File: config.mk
export PLATFORM = sky130hd
export DESIGN_NAME = branch_predictor_btb_flat
export DESIGN_NICKNAME = d
export VERILOG_FILES = /design/src/rtl/bp_pkg.sv /design/src/rtl/branch_predictor_btb_if.sv /design/src/rtl/bp_sat_counter.sv /design/src/rtl/branch_predictor_btb.sv /design/src/flat_wrapper.sv
export SDC_FILE = /design/constraint.sdc
export NUM_CORES = 2
export LEC_CHECK = 0
export BUFFER_PORTS_ARGS = -buffer_cell sky130_fd_sc_hd__buf_2
export CORE_ASPECT_RATIO = 1.1
export CORE_MARGIN = 2
export CORE_UTILIZATION = 65
export DETAILED_ROUTE_END_ITERATION = 8
export GPL_ROUTABILITY_DRIVEN = 0
export PLACE_DENSITY = 0.8
export SLEW_MARGIN = 20
export SYNTH_ARGS = -nofsm -noshare
export SYNTH_HDL_FRONTEND = slang
export SYNTH_SLANG_ARGS = --single-unit
File: constraint.sdc
create_clock -name clk -period 14.3 [get_ports clk]
set_clock_uncertainty 0.05 [all_clocks]
set_input_delay 2.86 -clock clk [delete_from_list [all_inputs] [get_ports clk]]
set_output_delay 2.86 -clock clk [all_outputs]
set_load 0.03 [all_outputs]
File: src/rtl/bp_pkg.sv
// Shared helpers for the branch target buffer: PC field extraction and
// saturating direction-counter arithmetic, all parameterised by width.
package bp_pkg;

  function automatic int unsigned cnt_max(input int unsigned cnt_w);
    return (32'd1 << cnt_w) - 32'd1;
  endfunction

  function automatic int unsigned cnt_weak_t(input int unsigned cnt_w);
    return 32'd1 << (cnt_w - 32'd1);
  endfunction

  function automatic int unsigned cnt_weak_nt(input int unsigned cnt_w);
    return (32'd1 << (cnt_w - 32'd1)) - 32'd1;
  endfunction

  // Word-aligned PCs: bits [1:0] never take part in index or tag.
  function automatic logic [63:0] pc_index(input logic [63:0] pc, input int unsigned idx_w);
    return (pc >> 2) & ((64'd1 << idx_w) - 64'd1);
  endfunction

  function automatic logic [63:0] pc_tag(input logic [63:0] pc, input int unsigned idx_w);
    return pc >> (idx_w + 2);
  endfunction

  function automatic logic [3:0] sat_step(input logic [3:0] cnt, input logic up,
                                          input int unsigned cnt_w);
    if (up) return (32'(cnt) == cnt_max(cnt_w)) ? cnt : cnt + 4'd1;
    else    return (cnt == 4'd0) ? cnt : cnt - 4'd1;
  endfunction

endpackage

File: src/rtl/branch_predictor_btb_if.sv
// Fetch-side lookup and MEM-side resolution signals of the BTB.
interface branch_predictor_btb_if #(parameter int ADDR_W = 32);
    logic [ADDR_W-1:0] lookup_pc;
    logic              pred_hit;
    logic              pred_taken;
    logic [ADDR_W-1:0] pred_target;
    logic              upd_valid;
    logic [ADDR_W-1:0] upd_pc;
    logic              upd_taken;
    logic [ADDR_W-1:0] upd_target;
    logic              upd_mispredict;
    logic              inv_all;

    modport master (
        output lookup_pc, upd_valid, upd_pc, upd_taken, upd_target, upd_mispredict, inv_all,
        input  pred_hit, pred_taken, pred_target
    );

    modport slave (
        input  lookup_pc, upd_valid, upd_pc, upd_taken, upd_target, upd_mispredict, inv_all,
        output pred_hit, pred_taken, pred_target
    );
endinterface

File: src/rtl/bp_sat_counter.sv
// Per-entry saturating direction counter: reset to weakly not-taken,
// load to weakly taken on allocation, otherwise step up or down.
module bp_sat_counter
    import bp_pkg::*;
#(
    parameter int CNT_W = 2
) (
    input  logic             clk,
    input  logic             reset,
    input  logic             inc,
    input  logic             dec,
    input  logic             load,
    output logic [CNT_W-1:0] cnt
);
    localparam logic [CNT_W-1:0] WEAK_T  = CNT_W'(cnt_weak_t(CNT_W));
    localparam logic [CNT_W-1:0] WEAK_NT = CNT_W'(cnt_weak_nt(CNT_W));

    always_ff @(posedge clk) begin
        if (reset)     cnt <= WEAK_NT;
        else if (load) cnt <= WEAK_T;
        else if (inc)  cnt <= CNT_W'(sat_step(4'(cnt), 1'b1, CNT_W));
        else if (dec)  cnt <= CNT_W'(sat_step(4'(cnt), 1'b0, CNT_W));
    end
endmodule

File: src/rtl/branch_predictor_btb.sv
// Direct-mapped BTB with per-entry saturating direction counters.
// Optional statistics counters are built when BP_STATS_EN is defined.
module branch_predictor_btb
    import bp_pkg::*;
#(
    parameter int ADDR_W = 32,
    parameter int IDX_W  = 4,
    parameter int CNT_W  = 2,
    parameter int TAG_W  = ADDR_W - IDX_W - 2
) (
    input  logic clk,
    input  logic reset,
    branch_predictor_btb_if.slave bus
`ifdef BP_STATS_EN
    ,
    output logic [31:0] stat_updates,
    output logic [31:0] stat_mispredicts
`endif
);
    localparam int ENTRIES = 2 ** IDX_W;

    logic [ENTRIES-1:0]             valid;
    logic [ENTRIES-1:0][TAG_W-1:0]  tag;
    logic [ENTRIES-1:0][ADDR_W-1:0] target;
    logic [ENTRIES-1:0][CNT_W-1:0]  cnt;

    logic [IDX_W-1:0] lk_idx, up_idx;
    logic [TAG_W-1:0] lk_tag, up_tag;
    logic             lk_hit, up_hit, upd_act;
    logic [ENTRIES-1:0] cnt_inc, cnt_dec, cnt_load;

    assign lk_idx = IDX_W'(pc_index(64'(bus.lookup_pc), IDX_W));
    assign lk_tag = TAG_W'(pc_tag(64'(bus.lookup_pc), IDX_W));
    assign up_idx = IDX_W'(pc_index(64'(bus.upd_pc), IDX_W));
    assign up_tag = TAG_W'(pc_tag(64'(bus.upd_pc), IDX_W));

    // Lookup sees pre-update state; no bypass from the update port.
    assign lk_hit          = valid[lk_idx] && (tag[lk_idx] == lk_tag);
    assign bus.pred_hit    = lk_hit;
    assign bus.pred_taken  = lk_hit & cnt[lk_idx][CNT_W-1];
    assign bus.pred_target = lk_hit ? target[lk_idx] : '0;

    assign up_hit  = valid[up_idx] && (tag[up_idx] == up_tag);
    assign upd_act = bus.upd_valid & ~bus.inv_all;

    always_comb begin
        cnt_inc  = '0;
        cnt_dec  = '0;
        cnt_load = '0;
        if (upd_act) begin
            cnt_inc[up_idx]  = up_hit & bus.upd_taken;
            cnt_dec[up_idx]  = up_hit & ~bus.upd_taken;
            cnt_load[up_idx] = ~up_hit & bus.upd_taken;
        end
    end

    for (genvar g = 0; g < ENTRIES; g++) begin : g_ent
        bp_sat_counter #(.CNT_W(CNT_W)) u_cnt (
            .clk   (clk),
            .reset (reset),
            .inc   (cnt_inc[g]),
            .dec   (cnt_dec[g]),
            .load  (cnt_load[g]),
            .cnt   (cnt[g])
        );
    end

    // Not-taken resolutions only move the counter; a not-taken miss allocates nothing.
    always_ff @(posedge clk) begin
        if (reset) begin
            valid  <= '0;
            tag    <= '0;
            target <= '0;
        end else if (bus.inv_all) begin
            valid  <= '0;
        end else if (bus.upd_valid && bus.upd_taken) begin
            target[up_idx] <= bus.upd_target;
            if (!up_hit) begin
                valid[up_idx] <= 1'b1;
                tag[up_idx]   <= up_tag;
            end
        end
    end

`ifdef BP_STATS_EN
    // Counted per resolved cycle, independent of inv_all.
    always_ff @(posedge clk) begin
        if (reset) begin
            stat_updates     <= '0;
            stat_mispredicts <= '0;
        end else if (bus.upd_valid) begin
            if (stat_updates != '1) stat_updates <= stat_updates + 32'd1;
            if (bus.upd_mispredict && stat_mispredicts != '1)
                stat_mispredicts <= stat_mispredicts + 32'd1;
        end
    end
`else
    logic unused_mispredict;
    assign unused_mispredict = bus.upd_mispredict;
`endif
endmodule

File: src/flat_wrapper.sv
// flat-port wrapper written by rule: the top's interface ports become plain ports
module branch_predictor_btb_flat import bp_pkg::*;
#(
    parameter int ADDR_W = 32,
    parameter int IDX_W  = 4,
    parameter int CNT_W  = 2,
    parameter int TAG_W  = ADDR_W - IDX_W - 2
)
  (clk, reset, bus_lookup_pc, bus_upd_valid, bus_upd_pc, bus_upd_taken, bus_upd_target, bus_upd_mispredict, bus_inv_all, bus_pred_hit, bus_pred_taken, bus_pred_target);
  branch_predictor_btb_if #(.ADDR_W(ADDR_W)) bus_i ();
  input  logic clk;
  input  logic reset;
  input wire logic [$bits(bus_i.lookup_pc)-1:0] bus_lookup_pc;
  input wire logic [$bits(bus_i.upd_valid)-1:0] bus_upd_valid;
  input wire logic [$bits(bus_i.upd_pc)-1:0] bus_upd_pc;
  input wire logic [$bits(bus_i.upd_taken)-1:0] bus_upd_taken;
  input wire logic [$bits(bus_i.upd_target)-1:0] bus_upd_target;
  input wire logic [$bits(bus_i.upd_mispredict)-1:0] bus_upd_mispredict;
  input wire logic [$bits(bus_i.inv_all)-1:0] bus_inv_all;
  output wire logic [$bits(bus_i.pred_hit)-1:0] bus_pred_hit;
  output wire logic [$bits(bus_i.pred_taken)-1:0] bus_pred_taken;
  output wire logic [$bits(bus_i.pred_target)-1:0] bus_pred_target;
  assign bus_i.lookup_pc = bus_lookup_pc;
  assign bus_i.upd_valid = bus_upd_valid;
  assign bus_i.upd_pc = bus_upd_pc;
  assign bus_i.upd_taken = bus_upd_taken;
  assign bus_i.upd_target = bus_upd_target;
  assign bus_i.upd_mispredict = bus_upd_mispredict;
  assign bus_i.inv_all = bus_inv_all;
  assign bus_pred_hit = bus_i.pred_hit;
  assign bus_pred_taken = bus_i.pred_taken;
  assign bus_pred_target = bus_i.pred_target;
  branch_predictor_btb #(.ADDR_W(ADDR_W), .IDX_W(IDX_W), .CNT_W(CNT_W), .TAG_W(TAG_W)) u_core (.clk(clk), .reset(reset), .bus(bus_i));
endmodule
======== Word-level counts from Yosys, hierarchy flattened ========
Index checks and enable logic that the tools add are counted.
storage, ports and cells
  flip-flop bits (word level) ............. 976
  bits of input ports ..................... 102
  output and inout port bits .............. 34
  word-level logic and storage cells ...... 306
operators by class
  $add $sub $neg .......................... 32
  order comparisons ....................... 3
  equality and inequality tests ........... 50
  muxes and demuxes ....................... 104
  bitwise operators ....................... 12
  reduce and logical (&&, ||, !) cells .... 56
operators by type and width
  operator                                             number
  bitwise mux 512 bit                                  1
  bitwise mux 416 bit                                  1
  binary-select mux 26 bit (select 4 bit)              2
  2-to-1 mux 2 bit                                     81
  binary-select mux 32 bit (select 4 bit)              1
  demux 32 bit (select 4 bit)                          1
  demux 26 bit (select 4 bit)                          1
  2-to-1 mux 32 bit                                    3
  2-to-1 mux 26 bit                                    3
  == test 26 bit                                       2
  AND reduction 3 bit                                  17
  bitwise AND 16 bit                                   3
  2-to-1 mux 16 bit                                    3
  != test 3 x 1 -> 1 bit (second input constant)       16
  != test 3 bit (second input constant)                16
  nonzero test 3 bit                                   16
  adder 2 x 1 -> 2 bit (second input constant)         16
  == test 2 bit (second input constant)                16
  zero test 2 bit                                      16
  subtractor 2 x 1 -> 2 bit (second input constant)    16
  bitwise OR 16 bit                                    1
  < comparator 4 x 5 -> 1 bit (second input constant)  2
  binary-select mux 1 bit (select 4 bit)               2
  binary-select mux 2 bit (select 4 bit)               1
  8 further kinds                                      20

======== Longest topological paths before layout ========
  depth after elaboration ................. 10
  depth in mapped cells ................... 17
  gate-level depth less buffers ........... 9

======== By module ========
Synthesis repeated with hierarchy kept, for this count alone.
second synthesis, totals
  cell total of the unflattened synthesis .. 5334
  area, all modules ....................... 48053.6 um^2
by module, submodules not included
  module                instances  cells each  area an instance (um^2)  seq. area each (um^2)
  branch_predictor_btb  1          5142        46552.1                  18898.1
  bp_sat_counter        16         12          93.8                     40.0

======== Worst setup path before layout ========
Ideal clock, no wire load.
  path type ............................... input-to-output
  start point ............................. in bus_lookup_pc[2]
  end point ............................... out bus_pred_target[10]
  arrival ................................. 6.191 ns
  data required time ...................... 11.390 ns
  setup slack ............................. 5.199 ns
  stages on the path ...................... 10
  path buffers ............................ 4
  cells stage by stage .................... clkbuf_1 > buf_2 > buf_1 > mux4_2 > mux4_2 > xor2_1 > nor4_1 > nand4_1 > clkbuf_1 > nor2b_1
between the ends
  cells in the longest elaborated chain, start to end .. 5
  elaborated cells on any way between the ends .. 9
  those cells by class .................... eq/ne (1); mux (7); reduce/logical (1)
ends and longest elaborated chain
  element                                  RTL line                    text
  start, declared                          flat_wrapper.sv:13          input wire logic [$bits(bus_i.lookup_pc)-1:0] bus_lookup_pc;
  binary-select mux 26 bit (select 4 bit)  branch_predictor_btb.sv:38  assign lk_hit = valid[lk_idx] && (tag[lk_idx] == lk_tag);
  2-to-1 mux 26 bit (not written as such)  branch_predictor_btb.sv:38
  == test 26 bit                           branch_predictor_btb.sv:38
  logical AND 1 bit                        branch_predictor_btb.sv:38
  2-to-1 mux 32 bit (*)                    branch_predictor_btb.sv:41  assign bus.pred_target = lk_hit ? target[lk_idx] : '0;
  end, declared                            flat_wrapper.sv:22          output wire logic [$bits(bus_i.pred_target)-1:0] bus_pred_target;
Mark *: on every way between the ends. The rest lies on a longest branch, timed or not. The select of a mux whose other input is x is not followed.

======== Final worst setup path ========
  start point ............................. in bus_lookup_pc[2]
  end point ............................... out bus_pred_target[21]
The elaborated chain is that of the path after synthesis.

==> flow_metrics.env <==
export IMPL_grt_usage_pct=41.67
export IMPL_firstDrtPassIters=8
export IMPL_drt_initial_drc_count=7144
export IMPL_clkTransAtPathRegs_ns=0.06
export IMPL_instances_no_fill=6026
export IMPL_die_h_um=286.1
export IMPL_p_switching_uw=1393
export IMPL_io_pins=136
export IMPL_final_util_pct=70.91
export IMPL_synthesis_nets=5343
export IMPL_pwr_share_clk_pct=46.0
export IMPL_yosys_area_share_simple_pct=14.42
export IMPL_coreArea_um2=71650
export IMPL_wl_per_cell_um=26.13
export IMPL_ys_warnings_count=0
export IMPL_worst_hold_path_type="reg -> reg"
export IMPL_worst_pin_slew_ns=1.319
export IMPL_htree_levels=3
export IMPL_swShare_pct=24.34
export IMPL_synthesis_instances=5241
export IMPL_synthArstFlopShare_pct=0
export IMPL_route_met2_wl_um=71530
export IMPL_synth_top_family_by_area="multiplexers"
export IMPL_synth_compound_area_share_pct=15.56
export IMPL_fin_nets=5089
export IMPL_met1_length_um=53800
export IMPL_path_class="in -> out"
export IMPL_die_w_um=260.5
export IMPL_slew_headroom_pct=11.89
export IMPL_grt_start_max_net_pins=201
export IMPL_cts_root_buf="clkbuf_16"
export IMPL_post_cts_buffers=0
export IMPL_ant_nets=0
export IMPL_end_kind="output port"
export IMPL_die_area_um2=74540
export IMPL_synthTopCellsByArea="dfxtp_1 (42%), mux4_2 (18%), nand2_1 (11%), a21oi_1 (9.2%), o21ai_0 (3.8%)"
export IMPL_leakagePower_uw=0.01664
export IMPL_synth_area_leader_cell="dfxtp_1"
export IMPL_slew_viol_final=0
export IMPL_hpwl_um=82620
export IMPL_fin_crit_ns=10.27
export IMPL_drc=0
export IMPL_cap_violations=0
export IMPL_p_seq_share_pct=47.9
export IMPL_setup_viol=0
export IMPL_synth_edf_count=0
export IMPL_grt_pass1_vias=40665
export IMPL_fmax_mhz=97.34
export IMPL_synth_xor_area_share_pct=0.8193
export IMPL_required_ns=11.39
export IMPL_whs_ns=0.4008
export IMPL_grt_pass1_wl_um=237600
export IMPL_synth_fa_ha_area_share_pct=0
export IMPL_synth_area_mux_share_pct=22.30
export IMPL_pwr_density_cell_nw_per_um2=112.6
export IMPL_initial_core_util_pct=65.65
export IMPL_p_int_uw=4328
export IMPL_yosysTopAreaCellShare_pct=41.54
export IMPL_ir_worst_vdd_v=0.0001307
export IMPL_cts_sinks=976
export IMPL_placed_cells=5832
export IMPL_clock_path_buffers=3
export IMPL_antenna_found_initial=16
export IMPL_dominantRegCellSynth="dfxtp_1"
export IMPL_arrival_ns=7.36
export IMPL_setup_worst_path_start_class="input port"
export IMPL_fin_setup_tns_ns=0
export IMPL_insertion_delay_ns=0.68
export IMPL_status="complete, no violations"
export IMPL_dr_max_layer_used="met5"
export IMPL_met3_length_um=19870
export IMPL_fin_crit_sh_pct=71.84
export IMPL_numCtsBuffers=98
export IMPL_power_frac_comb_pct=6.1
export IMPL_hold_buffers=0
export IMPL_post_cts_resized=0
export IMPL_synth_yosys_seq_area_share_pct=41.54
export IMPL_hold_viol_final=0
export IMPL_synth_avg_cell_area_um2=8.975
export IMPL_routed_wl_um=157500
export IMPL_synth_seq_cells=976
export IMPL_via_per_inst=6.961
export IMPL_syn_area_um2=47040
export IMPL_rsz0062_at_grt="no"
export IMPL_cts_tree="yes"
export IMPL_yosysUniqueCellTypes=70
export IMPL_area_delta_synth_final_pct=8.012
export IMPL_io_buffers=130
export IMPL_vias=41946
export IMPL_nFillCells=5272
export IMPL_grt_ovfl_total=0
export IMPL_crit_path_max_fanout=87
export IMPL_row_count=103
export IMPL_drive_gt1_share_pct=16.22
-- sequential cells by signal (all words and copies together), names as in the netlist --
register / flops
u_core.target: 512
u_core.tag: 416
u_core.g_ent.u_cnt.cnt: 32
u_core.valid: 16
-- layer usage --
layer,up-vias,track usage (%)
met5,-,0
met4,12,30.20
met3,826,9.636
met2,3177,63.66
met1,20072,52.10
li1,17859,-
-- power groups by stage --
stage / sequential, µW / combinational, µW / clock, µW
finish: 2740 / 349 / 2630
CTS: 2740 / 338 / 2620
detailed placement: 2800 / 336 / 0
global placement: 2800 / 334 / 0
floorplan: 2800 / 246 / 0
global route: 2740 / 361 / 2740
-- metrics by stage --
step / cell area, µm² / setup WS (ns) / power, µW
detailed placement: 47490 / 4.268 / 3138
global placement: 47430 / 4.324 / 3135
floorplan: 47040 / 5.199 / 3045
CTS: 50760 / 4.265 / 5699
finish: 50810 / 4.026 / 5720
global route: 50790 / 3.728 / 5842
-- logic make-up (layout without fill, tap and decap cells) --
logic type	count (synthesis)	in the layout
mux	560	560
simple gates	1714	1714
compound gates	1365	1365
buf+inv	582	408
flops	976	976
other cells	0	14
xor+xnor	44	44
-- layout make-up --
type	instances	area [µm²]	area share [%]
antenna	14	35.03	0.06895
clock buffer	141	2834	5.578
clock inverter	39	441.7	0.8693
inverter	22	82.58	0.1625
multi-input combinational	3683	25360	49.91
sequential	976	19540	38.46
tap	945	1182	2.327
timing repair buffer	206	1338	2.633
-- final timing paths --
path / startpoint / to / slack (ns) / cells after the start
setup / recovery: bus_lookup_pc[2] / bus_pred_target[21] / 4.03 / 11
hold / removal: u_core.target[149] / u_core.target[149] / 0.40 / 2
setup reg to reg: u_core.tag[81] / u_core.tag[369] / 8.81 / 10
hold reg to reg: u_core.target[149] / u_core.target[149] / 0.40 / 2
-- placed cells by master (no fill, tap or decap), drive strengths merged, types with 5 or more instances in the layout --
master	Yosys	routed
bufinv	0	6
diode	0	14
a211oi	7	7
nor4	7	7
dfxtp	976	976
clkinv	0	28
clkbuf	426	141
mux2i	164	164
o211ai	8	8
mux2	8	8
a221oi	8	8
nand3	27	27
a21oi	879	879
nor2b	44	44
nand2b	7	7
xor2	10	10
o31ai	12	12
and3	6	6
inv	22	24
nor3	26	26
or2	5	5
o22ai	9	9
mux4	388	388
and2	5	5
nor2	172	172
xnor2	34	34
a22oi	21	21
nand4	9	9
a41oi	5	5
a32o	13	13
buf	134	206
a22o	8	8
nand2	1395	1395
o21ai	354	354
a31oi	8	8
-- synthesized netlist by cell type, types with 9 or more instances --
library cell / n
clkbuf_1: 416
xor2_1: 10
o21ai_0: 354
mux4_2: 383
a22oi_1: 21
mux2i_1: 164
a21oi_2: 12
a32o_1: 13
buf_2: 32
nand2_1: 1395
nand4_1: 9
nor3_1: 26
dfxtp_1: 976
nand3_1: 26
a21oi_1: 866
buf_4: 34
o31ai_1: 12
buf_1: 49
nor2b_1: 44
o22ai_1: 9
buf_6: 16
xnor2_1: 34
inv_1: 20
clkbuf_2: 10
nor2_1: 171
-- critical path, stage by stage --
cell,delay [ns]
buf_8,0.59
buf_12,0.60
mux4_2,0.58
mux4_2,0.54
xnor2_1,0.58
nand4_1,0.19
nor3_1,0.35
nand4_1,0.13
buf_4,0.28
nor2b_1,0.21
buf_2,0.22
(Power assumes the default switching activity.)
